### src/rtl/alu_uart_tx_top.sv
// alu_uart_tx_top
//   Collects operand A, operand B and a MIPS-funct opcode, one byte per
//   write strobe. It computes the ALU result and sends the result byte as one
//   8N1 UART frame.
// Ports:
//   clock            system clock
//   reset            synchronous active-high reset
//   din              byte to load (A, then B, then opcode in low NB_OP bits)
//   wr               one-cycle write strobe qualifying din
//   tx               UART serial line, idles high
//   o_alu            registered ALU result
//   salida_operacion latched opcode
//   salida_A/B       latched operands
//   VER_ESTADOS      one-hot interface FSM state
//   CHECK_ENTRADA_TX byte loaded into the transmitter
module alu_uart_tx_top #(
  parameter int NB_DATA  = 8,
  parameter int NB_OP    = 6,
  parameter int BAUD_DIV = 163,
  parameter int SB_TICKS = 16
) (
  input  logic               clock,
  input  logic               reset,
  input  logic [NB_DATA-1:0] din,
  input  logic               wr,
  output logic               tx,
  output logic [NB_DATA-1:0] o_alu,
  output logic [NB_OP-1:0]   salida_operacion,
  output logic [NB_DATA-1:0] salida_A,
  output logic [NB_DATA-1:0] salida_B,
  output logic [4:0]         VER_ESTADOS,
  output logic [NB_DATA-1:0] CHECK_ENTRADA_TX
);

  localparam int NB_BAUD = (BAUD_DIV > 1) ? $clog2(BAUD_DIV) : 1;
  localparam int NB_SB   = (SB_TICKS > 1) ? $clog2(SB_TICKS) : 1;
  localparam int NB_BIT  = (NB_DATA > 1) ? $clog2(NB_DATA) : 1;
  localparam logic [NB_BAUD-1:0] BAUD_LAST = NB_BAUD'(BAUD_DIV - 1);
  localparam logic [NB_SB-1:0]   SB_LAST   = NB_SB'(SB_TICKS - 1);
  localparam logic [NB_BIT-1:0]  BIT_LAST  = NB_BIT'(NB_DATA - 1);

  localparam logic [NB_OP-1:0] OP_ADD = NB_OP'(6'b100000);
  localparam logic [NB_OP-1:0] OP_SUB = NB_OP'(6'b100010);
  localparam logic [NB_OP-1:0] OP_AND = NB_OP'(6'b100100);
  localparam logic [NB_OP-1:0] OP_OR  = NB_OP'(6'b100101);
  localparam logic [NB_OP-1:0] OP_XOR = NB_OP'(6'b100110);
  localparam logic [NB_OP-1:0] OP_NOR = NB_OP'(6'b100111);
  localparam logic [NB_OP-1:0] OP_SRA = NB_OP'(6'b000011);
  localparam logic [NB_OP-1:0] OP_SRL = NB_OP'(6'b000010);

  typedef enum logic [4:0] {
    S_A    = 5'b00001,
    S_B    = 5'b00010,
    S_OP   = 5'b00100,
    S_EXEC = 5'b01000,
    S_TX   = 5'b10000
  } if_state_t;

  typedef enum logic [1:0] {
    TX_IDLE,
    TX_START,
    TX_DATA,
    TX_STOP
  } tx_state_t;

  if_state_t           r_state;
  tx_state_t           r_tx_state;
  logic [NB_BAUD-1:0]  r_baud_cnt;
  logic [NB_DATA-1:0]  r_a, r_b, r_alu, r_check;
  logic [NB_OP-1:0]    r_op;
  logic [NB_SB-1:0]    r_s_cnt;
  logic [NB_BIT-1:0]   r_n;
  logic [NB_DATA-1:0]  r_shreg;
  logic                r_tx, r_tx_done;
  logic                w_tick, w_tx_start;
  logic [NB_DATA-1:0]  w_alu;

  // Baud tick generator
  assign w_tick = (r_baud_cnt == BAUD_LAST);

  always_ff @(posedge clock) begin
    if (reset)       r_baud_cnt <= '0;
    else if (w_tick) r_baud_cnt <= '0;
    else             r_baud_cnt <= r_baud_cnt + 1'b1;
  end

  // ALU on the latched registers
  always_comb begin
    w_alu = '0;
    case (r_op)
      OP_ADD:  w_alu = r_a + r_b;
      OP_SUB:  w_alu = r_a - r_b;
      OP_AND:  w_alu = r_a & r_b;
      OP_OR:   w_alu = r_a | r_b;
      OP_XOR:  w_alu = r_a ^ r_b;
      OP_NOR:  w_alu = ~(r_a | r_b);
      OP_SRA:  w_alu = NB_DATA'($signed(r_a) >>> r_b);
      OP_SRL:  w_alu = r_a >> r_b;
      default: w_alu = '0;
    endcase
  end

  // The start request is decoded from S_EXEC so the transmitter loads the
  // same w_alu value that o_alu registers on that edge.
  assign w_tx_start = (r_state == S_EXEC);

  // Interface FSM
  always_ff @(posedge clock) begin
    if (reset) begin
      r_state <= S_A;
      r_a     <= '0;
      r_b     <= '0;
      r_op    <= '0;
      r_alu   <= '0;
      r_check <= '0;
    end else begin
      case (r_state)
        S_A:    if (wr) begin r_a <= din; r_state <= S_B; end
        S_B:    if (wr) begin r_b <= din; r_state <= S_OP; end
        S_OP:   if (wr) begin r_op <= din[NB_OP-1:0]; r_state <= S_EXEC; end
        S_EXEC: begin
          r_alu   <= w_alu;
          r_check <= w_alu;
          r_state <= S_TX;
        end
        S_TX:    if (r_tx_done) r_state <= S_A;
        default: r_state <= S_A;
      endcase
    end
  end

  // UART TX FSM; tx is registered and driven low on the edge that enters START
  always_ff @(posedge clock) begin
    if (reset) begin
      r_tx_state <= TX_IDLE;
      r_s_cnt    <= '0;
      r_n        <= '0;
      r_shreg    <= '0;
      r_tx       <= 1'b1;
      r_tx_done  <= 1'b0;
    end else begin
      r_tx_done <= 1'b0;
      case (r_tx_state)
        TX_IDLE: begin
          r_tx <= 1'b1;
          if (w_tx_start) begin
            r_shreg    <= w_alu;
            r_s_cnt    <= '0;
            r_tx       <= 1'b0;
            r_tx_state <= TX_START;
          end
        end
        TX_START: if (w_tick) begin
          if (r_s_cnt == SB_LAST) begin
            r_s_cnt    <= '0;
            r_n        <= '0;
            r_tx       <= r_shreg[0];
            r_tx_state <= TX_DATA;
          end else begin
            r_s_cnt <= r_s_cnt + 1'b1;
          end
        end
        TX_DATA: if (w_tick) begin
          if (r_s_cnt == SB_LAST) begin
            r_s_cnt <= '0;
            r_shreg <= r_shreg >> 1;
            if (r_n == BIT_LAST) begin
              r_tx       <= 1'b1;
              r_tx_state <= TX_STOP;
            end else begin
              r_n  <= r_n + 1'b1;
              r_tx <= r_shreg[1];
            end
          end else begin
            r_s_cnt <= r_s_cnt + 1'b1;
          end
        end
        TX_STOP: if (w_tick) begin
          if (r_s_cnt == SB_LAST) begin
            r_tx_done  <= 1'b1;
            r_tx_state <= TX_IDLE;
          end else begin
            r_s_cnt <= r_s_cnt + 1'b1;
          end
        end
        default: r_tx_state <= TX_IDLE;
      endcase
    end
  end

  assign tx               = r_tx;
  assign o_alu            = r_alu;
  assign salida_operacion = r_op;
  assign salida_A         = r_a;
  assign salida_B         = r_b;
  assign VER_ESTADOS      = r_state;
  assign CHECK_ENTRADA_TX = r_check;

endmodule

### config.mk
export PLATFORM = sky130hd
export DESIGN_NAME = alu_uart_tx_top
export DESIGN_NICKNAME = d
export VERILOG_FILES = /design/src/rtl/alu_uart_tx_top.sv
export SDC_FILE = /design/constraint.sdc
export NUM_CORES = 1
export LEC_CHECK = 0
export CAP_MARGIN = 20
export CORE_MARGIN = 2
export CORE_UTILIZATION = 45
export CTS_CLUSTER_DIAMETER = 120
export DETAILED_ROUTE_END_ITERATION = 12
export DONT_BUFFER_PORTS = 1
export GPL_ROUTABILITY_DRIVEN = 0
export SLEW_MARGIN = 40
export SYNTH_ARGS = -nofsm -noshare
export SYNTH_HDL_FRONTEND = slang
export SYNTH_SLANG_ARGS = --single-unit
### constraint.sdc
create_clock -name clock -period 4.5 [get_ports clock]
set_input_delay 0.675 -clock clock [delete_from_list [all_inputs] [get_ports clock]]
set_output_delay 0.675 -clock clock [all_outputs]
set_load 0.01 [all_outputs]
==> impl_results.md, run 1 <==
* Gate Count Post-Synth at 568
* Root buffer cell: clkbuf_8
* Routed via count at 4,229
* Worst hold stages at 1
* Combinational cell fraction of total power at 17.9%
* Clock power frac at 37.4%
* Sink Count at 62
* GR peak layer: met2
* DRT Pass-1 Iters at 5
* RSZ-0062 raised after global routing: no
* Pint at 962.3 µW
* RR Startpoint: salida_operacion[5]$_SDFFE_PP0P_
* Max-Cap Viols at 0
* Worst-path clk slew at 70 ps
* Achievable Freq at 281.9 MHz
* Die height at 105.0 µm
* Final min period at 3547 ps
* Grt ovf at 0
* Mapped Area at 0.004594 mm²
* # diodes at 0
* Placement Cell Area at 0.004612 mm²
* First-pass GRT wire length at 20,110 µm
* Final Net Count at 591
* Hold_buf cts at 0
* Tcrit/Tclk final at 78.82%
* Yosys top cell area share at 27.02%
* Initial core utilization at 46.58%
* Power per cell area at 286.7 mW/mm²
* Worst-case clock buffer depth at 2
* Gates resized, CTS repair at 0
* Post-synth EDFFs at 0
* I/O Buffers at 0
* Crit Path Max Fanout at 7
* R2r endpoint: r_shreg[5]$_SDFFE_PP0P_
* Yosys warnings at 0
* Least-Margin Pin Slew at 822.0 ps
* Vias in the first global route at 3,800
* All-Layer GR Usage at 22.99%
* Final wirelength at 12,680 µm
* Seq/Total Area, Yosys at 27.02%
* Synth async-reset ratio at 0%
* Inserted Clock Buffers at 9
* CTS HTree Levels at 3
* Arrival time at the worst endpoint at 3780 ps
* Sw Pwr at 424.6 µW
* Dominant cells by area after synthesis: dfxtp_1, ha_1, mux2i_1
* GRT met2 Usage at 35.44%
* Required @ worst endpoint at 4740 ps
* Hold WS at 388.3 ps
* Finished Cell Area at 0.004837 mm²
* Switch share at 30.62%
* Antenna-violating nets left at 0
* Dpl cells at 666
* Hpwl dp at 9249 µm
* CTS tree: done
* Synth Register Bits at 62
* Grt met1 use at 30.87%
* Global routing usage on met3 at 5.490%
* Area of the die at 0.01103 mm²
* Worst skew pair latency at 360 ps
* Final-report max-slew violation count at 0
* Synth Area per Inst at 8.089 µm²
* Share of power burned in registers at 44.7%
* Hold Path Class: input pin to register
* Layout area overhead at 5.283%
* WL/cell at 18.56 µm
* Setup TNS at 0 ps
* Post-Layout Cell Count at 683
* Endpoints failing setup at 0
* Pin count of the biggest net entering global routing at 44
* Worst Setup Slack, final at 953.2 ps
* 1st-iter DRT viols at 419
* Leading area contributor after synthesis: dfxtp_1
* Postcts setup bufs at 0
* Critical Path End Type: register
* Layout cell share with drive strength beyond 1 at 10.00%
* Syn Nets at 614
* Flop2flop setup slack at 950 ps
* Worst r2r path cells at 10
* Pre-CTS setup slack at 1052 ps
* IO Pins at 55
* Status: finished, final reports clean
* Core area at 0.009864 mm²
* Rel. slew slack at 45.08%
* Final Hold Fails at 0
* Skew final at 7.051 ps
* Post-synth cell types at 65
* Hold Path End: r_s_cnt[1]$_SDFFE_PP0P_
* Die width at 105.0 µm
* DR vias/cell at 6.192
* Remaining DRCs at 0
* CP Class: register to register
* Initial antenna violation count at 0
* Peak supply drop at 0.1499 mV
* Startpoint Class: register
* Hold Path Origin: reset
* Primary FF master, synth: dfxtp_1
* Row count at 36
* Leakage at 0.001774 µW
final cells by class:
type	instances	area, µm²
clock inverters	5	57.56
fillers	969	5027
inverters	32	120.1
multi-input cells	436	3070
clock buffers	11	151.4
well taps	133	166.4
flip-flops and latches	62	1241
repair buffers	4	30.03
how the worst max path moves through the flow:
stage / start / to / slack [ps] / cells after the start
3_3_place_gp: salida_operacion[5]$_SDFFE_PP0P_ / r_shreg[5]$_SDFFE_PP0P_ / 1220 / 10
6_report: salida_operacion[5]$_SDFFE_PP0P_ / r_shreg[5]$_SDFFE_PP0P_ / 950 / 10
2_1_floorplan: salida_B[1]$_SDFFE_PP0P_ / r_shreg[1]$_SDFFE_PP0P_ / 1810 / 10
4_1_cts: salida_operacion[5]$_SDFFE_PP0P_ / r_shreg[5]$_SDFFE_PP0P_ / 1040 / 10
3_5_place_dp: salida_operacion[5]$_SDFFE_PP0P_ / r_shreg[5]$_SDFFE_PP0P_ / 1050 / 10
5_1_grt: salida_operacion[5]$_SDFFE_PP0P_ / r_shreg[5]$_SDFFE_PP0P_ / 770 / 10
power groups by stage:
stage	clock network, µW	registers (µW)	logic [µW]
final	519	619	249
after global routing	564	624	279
after CTS	531	619	245
after detailed placement	0	631	242
after global placement	0	629	238
after floorplan	0	605	216
registers in the layout, summed over array words and instances (netlist names):
register          flops
salida_A              8
salida_operacion      6
CHECK_ENTRADA_TX      8
r_shreg               8
r_n                   3
salida_B              8
r_s_cnt               4
r_tx_state            2
VER_ESTADOS           5
r_tx_done             1
tx                    1
r_baud_cnt            8
critical path: stages, from the launching register on:
cell and delay, ps:
dfxtp_1 470, nor3b_1 720, nand3_1 300, o21ai_0 420, inv_1 80, ha_1 280, nor2b_1 140, o31ai_1 500
a21oi_1 170, mux2i_1 250, a21oi_1 100
cell usage after synthesis, drive strengths merged (3+ instances only):
cell,count
buf,16
inv,31
nand2,32
nor2,58
nor4bb,3
nand3,15
nand2b,4
o211ai,3
nor4,7
a21oi,38
a211oi,11
dfxtp,62
mux2,12
and2,4
o22ai,7
xor2,7
xnor2,15
o21ai,30
o21a,4
nor3b,5
nor3,12
ha,34
a31o,4
nand4,9
or2,7
clkbuf,22
and3,7
nor2b,6
o31ai,4
o221ai,6
a31oi,16
mux2i,36
o32ai,3
kinds of logic (layout without fill, tap and decap cells):
| kind of cell | after synthesis | in the layout | share of synthesized area [%] |
|---|---|---|---|
| multiplexers | 48 | 48 | 10.78 |
| AND/OR/NAND/NOR | 182 | 182 | 20.56 |
| adder cells (fa/ha/maj) | 35 | 35 | 9.695 |
| AO/OA/AOI/OAI | 149 | 149 | 21.16 |
| buffers and inverters | 70 | 52 | 6.590 |
| flip-flops | 62 | 62 | 27.02 |
| XOR/XNOR | 22 | 22 | 4.194 |
placed cells by master (no fill, tap or decap), drive strengths merged, types with 12 or more instances in the layout:
cell type,count
a21oi,38
a31oi,16
dfxtp,62
ha,34
inv,31
mux2,12
mux2i,36
nand2,32
nand3,15
nor2,58
nor3,12
o21ai,30
xnor2,15
per-stage QoR:
step / utilization [%] / power (µW)
floorplan: - / 821.2
CTS: 48.87 / 1395
finish: 49.04 / 1387
global route: 49.04 / 1467
global placement: 46.69 / 867.1
detailed placement: 46.75 / 873.6
layer usage:
metal / routed length (µm) / up-vias
met5: 0 / -
met4: 415 / 0
met3: 762 / 38
met2: 5708 / 174
met1: 5791 / 1995
li1: - / 2022
Power figures use the tool's default switching activity.
==> run 2, diff against run 1 <==
==> constraint.sdc (replaced) <==
create_clock -name clock -period 3.1 [get_ports clock]
set_input_delay 0.465 -clock clock [delete_from_list [all_inputs] [get_ports clock]]
set_output_delay 0.465 -clock clock [all_outputs]
set_load 0.01 [all_outputs]
==> run 2 against run 1 <==
Register-to-register slack got worse by 710 ps. First-iteration DRC count decreased by 9.3%. Cell count up 1.5%. Fmax grew 24%. Sequential power grew 44%. Hold slack got worse by 190 ps. Power grew 58%. Clock skew increased by 4.1 ps. Via count grew 0.50%. Sequential cell count did not move. Global-route usage grew 0.63 points. Critical path type unchanged. Largest cell class unchanged. Highest routed layer unchanged.
==> impl_results.md, run 2 (synthesized netlist as in run 1, its figures left out) <==
* Startpoint Class: register
* Tcrit/Tclk final at 92.24%
* Slowest cell delay on critical path at 490 ps
* Max-Cap Viols at 0
* Worst-path clk slew at 70 ps
* Die height at 105.0 µm
* Peak supply drop at 0.2764 mV
* 1st-iter DRT viols at 380
* Worst-case clock buffer depth at 2
* Endpoints failing setup at 0
* Hold WS at 203.0 ps
* Rel. slew slack at 47.16%
* Routed via count at 4,250
* Clock power frac at 42.0%
* Antenna-violating nets left at 0
* Commonest non-fill, non-tap cells in the layout: dfxtp_1, nor2_1, a21oi_1
* Pwr Total at 2188 µW
* Hpwl dp at 9563 µm
* Hold Path End: r_s_cnt[2]$_SDFFE_PP0P_
* CTS HTree Levels at 3
* Gates resized, CTS repair at 0
* Hold Path Origin: reset
* Switch share at 27.59%
* Final wirelength at 12,800 µm
* Pin count of the biggest net entering global routing at 44
* Crit-path slowest cell: o31ai_1
* IO Pins at 55
* All-Layer GR Usage at 23.61%
* Root buffer cell: clkbuf_8
* Core area at 0.009864 mm²
* Least-Margin Pin Slew at 781.9 ps
* Remaining DRCs at 0
* Finished Cell Area at 0.004951 mm²
* Hold Path Class: input pin to register
* First-pass GRT wire length at 20,880 µm
* Final-report max-slew violation count at 0
* Achievable Freq at 349.7 MHz
* Worst skew pair latency at 350 ps
* CTS tree: done
* Final Hold Fails at 0
* Initial core utilization at 46.58%
* Sw Pwr at 603.6 µW
* Worst Setup Slack, final at 240.7 ps
* Flop2flop setup slack at 240 ps
* Initial antenna violation count at 0
* Status: finished, final reports clean
* Sink Count at 62
* Grt ovf at 0
* Final min period at 2859 ps
* Layout area overhead at 7.761%
* DRT Pass-1 Iters at 5
* Setup TNS at 0 ps
* Die width at 105.0 µm
* Crit Path Max Fanout at 6
* Pre-CTS setup slack at 284.7 ps
* Inserted Clock Buffers at 9
* Pint at 1584 µW
* Vias in the first global route at 4,047
* Postcts setup bufs at 0
* WL/cell at 18.47 µm
* Row count at 36
* Hold_buf cts at 0
* # diodes at 0
* Layout cell share with drive strength beyond 1 at 11.25%
* Commonest non-fill, non-tap cell in the layout: dfxtp_1
* Arrival time at the worst endpoint at 3100 ps
* Most numerous cell on the critical path: a21oi_1
* Placement Cell Area at 0.004688 mm²
* RR Startpoint: salida_operacion[3]$_SDFFE_PP0P_
* I/O Buffers at 0
* Combinational cell fraction of total power at 17.2%
* Worst hold stages at 1
* Required @ worst endpoint at 3340 ps
* Leakage at 0.001861 µW
* Skew final at 11.17 ps
* Critical Path End Type: register
* RSZ-0062 raised after global routing: no
* Worst r2r path cells at 11
* DR vias/cell at 6.133
* Final Net Count at 602
* Share of power burned in registers at 40.8%
* Power per cell area at 441.9 mW/mm²
* CP Class: register to register
* Area of the die at 0.01103 mm²
* Cell Chain, Critical Path: nor3b_1, buf_4, nand3_1, o21ai_0, inv_1, ha_1, nor2b_1, o31ai_1, a21oi_1, mux2i_1, a21oi_1
* R2r endpoint: CHECK_ENTRADA_TX[5]$_SDFFE_PP0N_
==> run 2: layout make-up <==
cell class	instances	area, µm²
clock buffer	12	165.2
clock inverter	3	90.09
fill	947	4913
inverter	32	120.1
multi-input combinational	436	3055
sequential	62	1241
tap	133	166.4
timing repair buffer	15	112.6
==> run 2: worst max path at each step <==
stage,from,end,slack (ps),cells after the start
6_report,salida_operacion[3]$_SDFFE_PP0P_,CHECK_ENTRADA_TX[5]$_SDFFE_PP0N_,240,11
5_1_grt,salida_operacion[3]$_SDFFE_PP0P_,r_shreg[5]$_SDFFE_PP0P_,60,11
4_1_cts,salida_operacion[3]$_SDFFE_PP0P_,r_shreg[5]$_SDFFE_PP0P_,260,11
3_5_place_dp,salida_operacion[3]$_SDFFE_PP0P_,r_shreg[5]$_SDFFE_PP0P_,280,11
3_3_place_gp,salida_operacion[3]$_SDFFE_PP0P_,r_shreg[7]$_SDFFE_PP0P_,390,11
2_1_floorplan,salida_B[1]$_SDFFE_PP0P_,r_shreg[1]$_SDFFE_PP0P_,410,10
==> run 2: worst max-delay path: cells and delay by family (launching register included) <==
family	cells	cell delay (ps)
buffers and inverters	2	250
AOI/OAI and AO/OA	4	1110
DFF	1	370
and+or+nand+nor	3	520
adders and majority gates	1	270
muxes	1	230
==> run 2: per-stage QoR <==
step | utilization (%) | instances
after global placement | 47.53 | 677
after detailed placement | 47.53 | 677
after global routing | 50.19 | 693
final | 50.19 | 693
after floorplan | - | 568
after CTS | 50.11 | 692
==> run 2: power groups by stage <==
stage	Clock [µW]	Combinational, µW	Sequential [µW]
5_1_grt	957	420	898
3_3_place_gp	0	359	909
2_1_floorplan	0	313	879
3_5_place_dp	0	369	912
6_report	918	376	894
4_1_cts	935	372	893
==> run 2: layer usage <==
metal / up-vias / global-route usage, % / routed length [µm] / part of all wire [%]
li1: 2039 / - / - / -
met1: 2016 / 29.75 / 5648 / 44
met2: 157 / 38.59 / 6061 / 47
met3: 38 / 4.928 / 627 / 4.9
met4: 0 / 10.76 / 460 / 3.6
met5: - / 0 / 0 / 0
